[src/rtl/hazard_ctrl.sv]
// ============================================================================
// hazard_ctrl : stall/flush/bubble sequencing for the 5-stage MIPS pipeline
// Revision    : 1.0  initial release
// ============================================================================
`default_nettype none

module hazard_ctrl #(
  parameter int MDU_LAT    = 4,
  parameter int BR_PENALTY = 1
) (
  input  logic        clk,
  input  logic        reset_in,
  input  logic [4:0]  ifid_rs_in,
  input  logic [4:0]  ifid_rt_in,
  input  logic        ifid_uses_rt_in,
  input  logic        idex_memread_in,
  input  logic [4:0]  idex_rt_in,
  input  logic        branch_taken_in,
  input  logic        mdu_start_in,
  input  logic        dmem_busy_in,
  output logic        pc_write_out,
  output logic        ifid_write_out,
  output logic        ifid_flush_out,
  output logic        idex_write_out,
  output logic        idex_bubble_out,
  output logic        exmem_bubble_out,
  output logic        busy_out,
  output logic [15:0] stall_cnt_out
);

  typedef enum logic [1:0] {
    RUN      = 2'd0,
    FLUSH    = 2'd1,
    MDU_BUSY = 2'd2
  } state_t;

  localparam logic [3:0] MDU_CNT = 4'(MDU_LAT - 2);
  localparam logic [3:0] BR_CNT  = 4'((BR_PENALTY > 1) ? (BR_PENALTY - 2) : 0);

  state_t      state, state_nx;
  logic [3:0]  cnt, cnt_nx;
  logic [15:0] stall_cnt;

  logic pc_write, ifid_write, ifid_flush, idex_write, idex_bubble, exmem_bubble;
  logic load_use;

  assign load_use = idex_memread_in && (idex_rt_in != 5'd0) &&
                    ((idex_rt_in == ifid_rs_in) ||
                     (ifid_uses_rt_in && (idex_rt_in == ifid_rt_in)));

  always_comb begin
    pc_write     = 1'b1;
    ifid_write   = 1'b1;
    ifid_flush   = 1'b0;
    idex_write   = 1'b1;
    idex_bubble  = 1'b0;
    exmem_bubble = 1'b0;
    state_nx     = state;
    cnt_nx       = cnt;
    case (state)
      RUN: begin
        if (dmem_busy_in) begin
          pc_write   = 1'b0;
          ifid_write = 1'b0;
          idex_write = 1'b0;
        end else if (branch_taken_in) begin
          ifid_flush  = 1'b1;
          idex_bubble = 1'b1;
          if (BR_PENALTY > 1) begin
            state_nx = FLUSH;
            cnt_nx   = BR_CNT;
          end
        end else if (mdu_start_in) begin
          state_nx = MDU_BUSY;
          cnt_nx   = MDU_CNT;
        end else if (load_use) begin
          pc_write    = 1'b0;
          ifid_write  = 1'b0;
          idex_bubble = 1'b1;
        end
      end
      FLUSH: begin
        // A memory wait freezes the flush window, remaining count included.
        if (dmem_busy_in) begin
          pc_write   = 1'b0;
          ifid_write = 1'b0;
          idex_write = 1'b0;
        end else begin
          ifid_flush  = 1'b1;
          idex_bubble = 1'b1;
          if (cnt == 4'd0) state_nx = RUN;
          else             cnt_nx   = cnt - 4'd1;
        end
      end
      MDU_BUSY: begin
        // The MDU keeps counting through a memory wait; only the bubble is suppressed.
        pc_write     = 1'b0;
        ifid_write   = 1'b0;
        idex_write   = 1'b0;
        exmem_bubble = ~dmem_busy_in;
        if (cnt == 4'd0) state_nx = RUN;
        else             cnt_nx   = cnt - 4'd1;
      end
      default: begin
        state_nx = RUN;
        cnt_nx   = 4'd0;
      end
    endcase
  end

  always_ff @(posedge clk or posedge reset_in) begin
    if (reset_in) begin
      state     <= RUN;
      cnt       <= 4'd0;
      stall_cnt <= 16'd0;
    end else begin
      state <= state_nx;
      cnt   <= cnt_nx;
      if (!pc_write && (stall_cnt != 16'hFFFF))
        stall_cnt <= stall_cnt + 16'd1;
    end
  end

  assign pc_write_out     = ~reset_in & pc_write;
  assign ifid_write_out   = ~reset_in & ifid_write;
  assign ifid_flush_out   = ~reset_in & ifid_flush;
  assign idex_write_out   = ~reset_in & idex_write;
  assign idex_bubble_out  = ~reset_in & idex_bubble;
  assign exmem_bubble_out = ~reset_in & exmem_bubble;
  assign busy_out         = ~reset_in & (state != RUN);
  assign stall_cnt_out    = stall_cnt;

endmodule

`default_nettype wire

[config.mk]
export PLATFORM = sky130hd
export DESIGN_NAME = hazard_ctrl
export DESIGN_NICKNAME = d
export VERILOG_FILES = /design/src/rtl/hazard_ctrl.sv
export SDC_FILE = /design/constraint.sdc
export NUM_CORES = 1
export LEC_CHECK = 0
export ABC_AREA = 1
export CAP_MARGIN = 20
export CORE_MARGIN = 2
export CORE_UTILIZATION = 51
export DETAILED_ROUTE_END_ITERATION = 10
export PLACE_DENSITY = 0.86
export REMOVE_ABC_BUFFERS = 1
export SLEW_MARGIN = 15
export SYNTH_ARGS = -nofsm -noshare
export SYNTH_HDL_FRONTEND = slang
export SYNTH_SLANG_ARGS = --single-unit
[constraint.sdc]
create_clock -name clk -period 4.65 [get_ports clk]
set_input_delay 0.93 -clock clk [delete_from_list [all_inputs] [get_ports clk]]
set_output_delay 0.93 -clock clk [all_outputs]
set_load 0.02 [all_outputs]
Word-level counts from Yosys, hierarchy flattened
Index checks and enable logic that the tools add are counted.

cells by class
  divide/modulo/power cells = 0
  reduce and logical (&&, ||, !) cells = 12
  bitwise operators = 8
  equality and inequality tests = 9
  add/subtract/negate cells = 2
  $mul = 0
  shifts and indexed selects = 0
  order comparisons = 0
  multiplexer cells = 28

operators with widths
  kind                     number
  $mux W4                  5
  $add A16 B1 Y16 const B  1
  $ne A16 B16 Y1 const B   1
  $mux W1                  12
  $pmux W4 S3              1
  $eq A5 B5 Y1             2
  $mux W2                  5
  $ne A2 B2 Y1 const B     4
  $and A1 B1 Y1            6
  $pmux W1 S2              3
  $pmux W2 S3              1
  $reduce_bool A5 Y1       1
  $logic_and A1 B1 Y1      4
  $logic_not A4 Y1         1
  $reduce_and A4 Y1        1
  $sub A4 B1 Y4 const B    1
  $pmux W1 S3              1
  $eq A2 B1 Y1 const B     1
  $eq A2 B2 Y1 const B     1
  $logic_not A2 Y1         1
  $not A1 Y1               2
  $reduce_bool A2 Y1       1
  $reduce_or A2 Y1         1
  $logic_not A1 Y1         1
  $logic_or A1 B1 Y1       1

storage, ports and cells
  memories = 0
  bits in latches = 0
  bits in read-only memories = 0
  input port bits = 22
  output and inout bits = 23
  register bits = 22
  word-level logic and storage cells = 62
  RAM bits = 0

Longest topological paths before layout
Gate-level depths: netlist of the first run.

  word-level depth = 11
  mapped depth = 12
  mapped depth without buffers = 11

Worst setup path after synthesis of the first run
OpenSTA, ideal clock, no wires.

  path type = input -> output
  start = input dmem_busy_in
  end = output idex_bubble_out
  path buffers = 0
  slack = 1817 ps
  required time = 3720 ps
  data arrival time = 1903 ps
  stages on the path = 5
  cells stage by stage = nor2_1 > inv_1 > nor2_1 > inv_1 > a21oi_1

on the way
  cells in the longest elaborated chain, start to end = 3
  elaborated cells on any way between the ends = 4
  those cells by class = mux: 3; bitwise: 1

RTL lines
  what                               RTL line  text
  start, declared                    20        input logic dmem_busy_in,
  $mux W1, on equally long branches  84, 62
  $pmux W1 S2 (*)                    60        case (state)
  $and A1 B1 Y1 (*)                  128       assign idex_bubble_out = ~reset_in & idex_bubble;
  end, declared                      25        output logic idex_bubble_out,

Mark *: on every way between the ends. The rest lies on a longest branch, timed or not.

Final worst setup path of the first run
  start = input idex_rt_in[2]
  end = output idex_bubble_out

on the way
  cells in the longest elaborated chain, start to end = 10
  elaborated cells on any way between the ends = 13
  those cells by class = eq/ne: 2; mux: 5; bitwise: 1; reduce/logical: 5

RTL lines
  what                     RTL line  text
  start, declared          17        input logic [4:0] idex_rt_in,
  $eq A5 B5 Y1             49        (ifid_uses_rt_in && (idex_rt_in == ifid_rt_in)));
  $logic_and A1 B1 Y1      49
  $logic_or A1 B1 Y1       48        ((idex_rt_in == ifid_rs_in) ||
  $logic_and A1 B1 Y1 (*)  47        assign load_use = idex_memread_in && (idex_rt_in != 5'd0) &&
  $mux W1 (*)              76        end else if (load_use) begin
  $mux W1 (*)              73        end else if (mdu_start_in) begin
  $mux W1 (*)              66        end else if (branch_taken_in) begin
  $mux W1 (*)              62        if (dmem_busy_in) begin
  $pmux W1 S2 (*)          60
  $and A1 B1 Y1 (*)        128

Marks and branches as above.

==> flow_metrics.py, run 1 <==
metrics = {
    "timing": {
        "min_period_ps": 3590,
        "fmax_mhz": 278,
        "worstMarginPinSlew_ps": 813,
        "drv_slew": 0,
        "hold-worst-slack_ps": 492,
        "setup_viol": 0,
        "finalHoldViolCount": 0,
        "grt_setup_unrepaired": "no",
        "timing.final.crit_share": 0.772,
        "skew_ps": 5.83,
        "finalSetupTns_ps": 0,
        "maxSlewHeadroom": 0.457,
    },
    "status": {
        "outcome": "finished clean",
    },
    "synthesis": {
        "yosysWarnings": 0,
        "synth_area_leader_cell": "dfrtp_1",
        "synth_common_cells": "77 x nand2_1, 34 x inv_1, 28 x nand3_1",
        "avgSynthCellArea_um2": 6.61,
        "synth_most_common_cell": "nand2_1",
        "netlist_top_cells_area": "dfrtp_1 35%, nand2_1 19%, nand3_1 9.3%",
        "synthesis.area_um2": 1510,
        "synth-async-reset-ratio": 1.00,
        "synthFlopType": "dfrtp_1",
        "synth_cell_types": 22,
        "synth-edff-count": 0,
        "synth_cells": 229,
        "synth_seq_area_share": 0.347,
        "ys_ff_latch": 21,
        "synth_top_area_frac": 0.347,
    },
    "grt": {
        "grt_max_degree": 22,
        "grt_pass1_wl_um": 6190,
        "grt_antenna_before_repair": 0,
        "first_global_vias": 1402,
        "grt-ovfl-total": 0,
        "grtUsageTotal": 0.234,
    },
    "placement": {
        "gp_congestion": 0.851,
        "post-dp-hpwl_um": 2760,
        "io_buffers": 44,
    },
    "route": {
        "dr.pass1.iters": 4,
        "drc": 0,
        "wl_um": 3620,
        "ant_nets": 0,
        "vias_per_cell": 5.08,
        "drt_iter0_drc": 124,
        "via_count": 1545,
        "wl_per_cell_um": 11.9,
    },
    "clocking": {
        "clock_path_buffers": 2,
        "numCtsBuffers": 3,
        "htreeDepth": 1,
        "cts_tree": "yes",
        "cts.repair.resized": 0,
        "postCtsSetupRepairBufs": 0,
        "clock_latency_ps": 320,
        "cts_hold_buf": 0,
        "clock-sinks": 21,
        "clockRootBuffer": "clkbuf_4",
        "clkTransAtPathRegs_ps": 120,
    },
    "hold_path": {
        "hold_path.class": "flop to flop",
        "hold_start": "state[1]",
    },
    "layout": {
        "antenna_cells": 0,
        "utilization": 0.716,
        "fillers": 236,
        "area_growth_pct": 31.6,
        "drive_above_1_share": 0.0440,
        "nNetsFinal": 298,
    },
    "power": {
        "powerDensity_nw_per_um2": 363,
        "peakVddDrop_mv": 0.435,
        "leakagePower_nw": 1.01,
    },
    "critical_path": {
        "crit_required_ps": 3720,
        "crit_path_start": "idex_rt_in[2]",
        "crit_arrival_ps": 2660,
        "path_max_fanout": 3,
        "worstSetupPathType": "primary input to output port",
        "max_stage_delay_ps": 620,
        "crit_path_end_kind": "output port",
        "critPathSlowestCell": "clkdlybuf4s50_1",
        "cpMostUsedCell": "nand2_1",
        "r2r_start": "stall_cnt_out[0]",
        "worstPathCellList": "clkdlybuf4s50_1 > inv_1 > nand2_1 > nand2_1 > nor2_1 > nand3_1 > nand2_1 > nand2_1 > a21oi_1 > clkdlybuf4s50_1",
        "critPathLaunchType": "primary input",
    },
    "floorplanning": {
        "die_x_um": 58.5,
        "io_pins": 45,
        "die_h_um": 58.5,
        "start_util": 0.544,
        "fp-row-count": 19,
        "die-area_um2": 3420,
        "core-area_um2": 2780,
    },
    "job": {
        "cap_viol_max_count": 0,
    },
}
placed cells by master, fill, tap and decap left out:
| cell type | n |
|---|---|
| xor2_1 | 11 |
| nor3b_2 | 1 |
| ha_1 | 2 |
| dfrtp_1 | 21 |
| nor2_2 | 1 |
| a21oi_1 | 2 |
| inv_1 | 34 |
| or2_2 | 1 |
| nand4_4 | 1 |
| nand2_1 | 77 |
| xnor2_1 | 4 |
| inv_2 | 3 |
| a31oi_1 | 2 |
| clkbuf_4 | 3 |
| nor3_1 | 10 |
| nand3_1 | 28 |
| o21ai_0 | 1 |
| nand2_4 | 1 |
| clkinv_2 | 1 |
| nand4_1 | 2 |
| nor2_1 | 23 |
| clkdlybuf4s50_1 | 44 |
through the flow:
step,setup slack [ps],instance area [um2],power (mW),std cells
floorplan,1820,1480,0.490,225
global placement,1070,1960,0.612,300
detailed placement,1050,1960,0.631,300
CTS,1050,1990,0.724,304
global route,862,1990,0.776,304
finish,1060,1990,0.723,304
sequential cells by signal, indices dropped and copies added (netlist names):
register,count
stall_cnt_out,16
cnt,4
state,1
power by group:
| group | internal (mW) | switching, mW | total, mW |
|---|---|---|---|
| Combinational | 0.147 | 0.203 | 0.350 |
| Clock | 0.0323 | 0.0613 | 0.0936 |
| Sequential | 0.229 | 0.0504 | 0.280 |
| Total | 0.409 | 0.314 | 0.723 |
layout make-up:
| cell class | instances | area, um2 | area share |
|---|---|---|---|
| multi-input combinational | 167 | 820 | 0.412 |
| sequential | 21 | 526 | 0.264 |
| timing repair buffer | 44 | 440 | 0.221 |
| inverter | 37 | 139 | 0.0698 |
| tap | 31 | 38.8 | 0.0195 |
| clock buffer | 3 | 22.5 | 0.0113 |
| clock inverter | 1 | 5.00 | 0.00251 |
critical path: cells and delay by family:
family	cells	cell delay [ps]
and+or+nand+nor	6	430
buffers and inverters	3	1190
AOI/OAI and AO/OA	1	120
layer usage:
metal  track usage  part of all wire
met1         0.304              0.47
met4        0.0831             0.016
met5             0                 0
met3        0.0374             0.047
met2         0.395              0.47
worst paths after layout:
path                       slack [ps]          endpoint  cells after the start
setup / recovery                 1060   idex_bubble_out                     10
max in group asynchronous        3000  stall_cnt_out[3]                      2
min in group asynchronous        1150            cnt[1]                      2
setup reg to reg                 2520  stall_cnt_out[2]                      9
hold / removal                    490            cnt[1]                      1
hold reg to reg                   490            cnt[1]                      1
logic make-up (layout without fill, tap and decap cells):
kind of cell    count (synthesis)  in the layout  share of synthesized area
xor+xnor                       15             15                     0.0868
simple gates                  145            145                      0.420
flops                          21             21                      0.347
compound gates                  5              5                     0.0182
buf+inv                        41             85                      0.111
fa+ha+maj                       2              2                     0.0165
No activity file was read; power rests on OpenSTA's default activity.
==> run 2, diff against run 1 <==
--- a/config.mk
+++ b/config.mk
@@ -8,9 +8,9 @@
 export ABC_AREA = 1
 export CAP_MARGIN = 20
 export CORE_MARGIN = 2
-export CORE_UTILIZATION = 51
+export CORE_UTILIZATION = 42
 export DETAILED_ROUTE_END_ITERATION = 10
-export PLACE_DENSITY = 0.86
+export PLACE_DENSITY = 0.75
 export REMOVE_ABC_BUFFERS = 1
 export SLEW_MARGIN = 15
 export SYNTH_ARGS = -nofsm -noshare
==> constraint.sdc (replaced) <==
create_clock -name clk -period 3.06 [get_ports clk]
set_input_delay 0.612 -clock clk [delete_from_list [all_inputs] [get_ports clk]]
set_output_delay 0.612 -clock clk [all_outputs]
set_load 0.02 [all_outputs]
==> run 2 against run 1 <==
Net effect: final area rose by 1.6%; wire length fell by 4.6%; clock skew up 7.5 ps; clock power up 44%; count of clock-buffer cells in the layout stayed put.
==> flow_metrics.py, run 2 (same netlist as run 1, synthesis figures left out) <==
metrics = {
    "status": {
        "outcome": "finished clean",
    },
    "grt": {
        "grtUsageTotal": 0.183,
        "grt-ovfl-total": 0,
        "grt_max_degree": 22,
        "first_global_vias": 1365,
        "grt_antenna_before_repair": 0,
        "grt_pass1_wl_um": 5980,
    },
    "timing": {
        "finalSetupTns_ps": 0,
        "setup_viol": 0,
        "min_period_ps": 2920,
        "fmax_mhz": 342,
        "skew_ps": 13.4,
        "timing.final.crit_share": 0.956,
        "hold-worst-slack_ps": 488,
        "worstMarginPinSlew_ps": 779,
        "maxSlewHeadroom": 0.480,
        "finalHoldViolCount": 0,
        "drv_slew": 0,
        "grt_setup_unrepaired": "no",
    },
    "placement": {
        "gp_congestion": 0.860,
        "post-dp-hpwl_um": 2640,
        "io_buffers": 44,
        "dp_cells": 316,
    },
    "power": {
        "switching_power_mw": 0.458,
        "pwr-share-comb": 0.485,
        "leakagePower_nw": 1.05,
        "peakVddDrop_mv": 0.445,
        "internal_power_mw": 0.626,
        "fin_total_pwr_mw": 1.08,
        "pwr-share-seq": 0.390,
        "powerDensity_nw_per_um2": 536,
        "switching_share": 0.423,
        "clockPowerShare": 0.125,
    },
    "route": {
        "drt_iter0_drc": 49,
        "met3_length_um": 184,
        "dr.pass1.iters": 4,
        "met2_wirelength_um": 1590,
        "routed.top_layer": "met4",
        "ant_nets": 0,
        "vias_per_cell": 4.79,
        "wl_um": 3460,
        "wl_per_cell_um": 10.8,
        "via_count": 1532,
        "m1WireLength_um": 1610,
        "drc": 0,
    },
    "layout": {
        "finalNonFillerCells": 320,
        "multiInputGateArea_um2": 820,
        "drive_above_1_share": 0.0474,
        "nNetsFinal": 299,
        "antenna_cells": 0,
        "fillers": 331,
        "seqCellArea_um2": 526,
        "final_cell_mix": "77 x nand2_1, 42 x clkdlybuf4s50_1, 34 x inv_1",
        "largest_reg_flops": 16,
        "layout_commonest_cell": "nand2_1",
        "area_growth_pct": 33.7,
        "utilization": 0.597,
    },
    "hold_path": {
        "hold_depth": 1,
        "hold_path.class": "flop to flop",
    },
    "critical_path": {
        "worstSetupPathType": "primary input to output port",
        "r2r_cells": 9,
        "critPathLaunchType": "primary input",
        "crit_path_end_kind": "output port",
        "crit_arrival_ps": 2310,
        "path_max_fanout": 4,
        "crit_required_ps": 2450,
    },
    "clocking": {
        "clock_latency_ps": 310,
        "cts_tree": "yes",
        "cts_hold_buf": 0,
        "numCtsBuffers": 3,
        "clockRootBuffer": "clkbuf_4",
        "clock-sinks": 21,
        "clock_path_buffers": 2,
        "clkTransAtPathRegs_ps": 110,
        "htreeDepth": 1,
        "postCtsSetupRepairBufs": 0,
        "cts.repair.resized": 0,
    },
    "floorplanning": {
        "die_h_um": 64.0,
        "die_x_um": 64.0,
        "start_util": 0.446,
        "core-area_um2": 3390,
        "fp-row-count": 21,
        "die-area_um2": 4100,
        "io_pins": 45,
    },
    "job": {
        "cap_viol_max_count": 0,
    },
}
## run 2: cell count changes in the layout (fill, tap and decap cells not counted)
cell             before  now
buf_4                 0    1
clkdlybuf4s50_1      44   42
dlymetal6s2s_1        0    2
## run 2: critical path, cell delays in order
cell and delay (ps):
clkdlybuf4s50_1 550, inv_2 50, nand2_1 50, nand2_1 50, nor2_1 110, nand3_1 80, nand2_1 80, nand3_1 90
nand2_1 70, inv_1 40, clkdlybuf4s50_1 520
## run 2: per-stage QoR
step | setup WS [ps] | area, um2
2_1_floorplan | 863 | 1480
3_3_place_gp | 83.6 | 1990
3_5_place_dp | 56.3 | 1990
4_1_cts | 52.1 | 2020
5_1_grt | 0.745 | 2020
6_report | 135 | 2020
## run 2: final timing paths
path	startpoint	slack, ps	endpoint
setup reg to reg	stall_cnt_out[0]	940	stall_cnt_out[3]
max in group asynchronous	reset_in	1750	stall_cnt_out[5]
setup / recovery	idex_rt_in[0]	140	pc_write_out
hold / removal	state[1]	490	cnt[1]
min in group asynchronous	reset_in	810	stall_cnt_out[0]
hold reg to reg	state[1]	490	cnt[1]
## run 2: layout make-up
| cell class | count | share of cell area |
|---|---|---|
| multi-input combinational | 167 | 0.405 |
| clock buffer | 3 | 0.0111 |
| timing repair buffer | 45 | 0.224 |
| clock inverter | 1 | 0.00248 |
| sequential | 21 | 0.260 |
| tap | 46 | 0.0285 |
| inverter | 37 | 0.0687 |
## run 2: power groups by stage
| stage | clock, mW | sequential (mW) | combinational, mW |
|---|---|---|---|
| 6_report | 0.135 | 0.423 | 0.526 |
| 5_1_grt | 0.160 | 0.433 | 0.591 |
| 4_1_cts | 0.142 | 0.421 | 0.533 |
| 3_5_place_dp | 0 | 0.426 | 0.529 |
| 3_3_place_gp | 0 | 0.424 | 0.517 |
| 2_1_floorplan | 0 | 0.457 | 0.288 |
## run 2: layer usage
metal	vias to the layer above	track usage
met5	-	0
met4	0	0.0951
met3	5	0.0229
met2	44	0.296
met1	683	0.239
li1	800	-
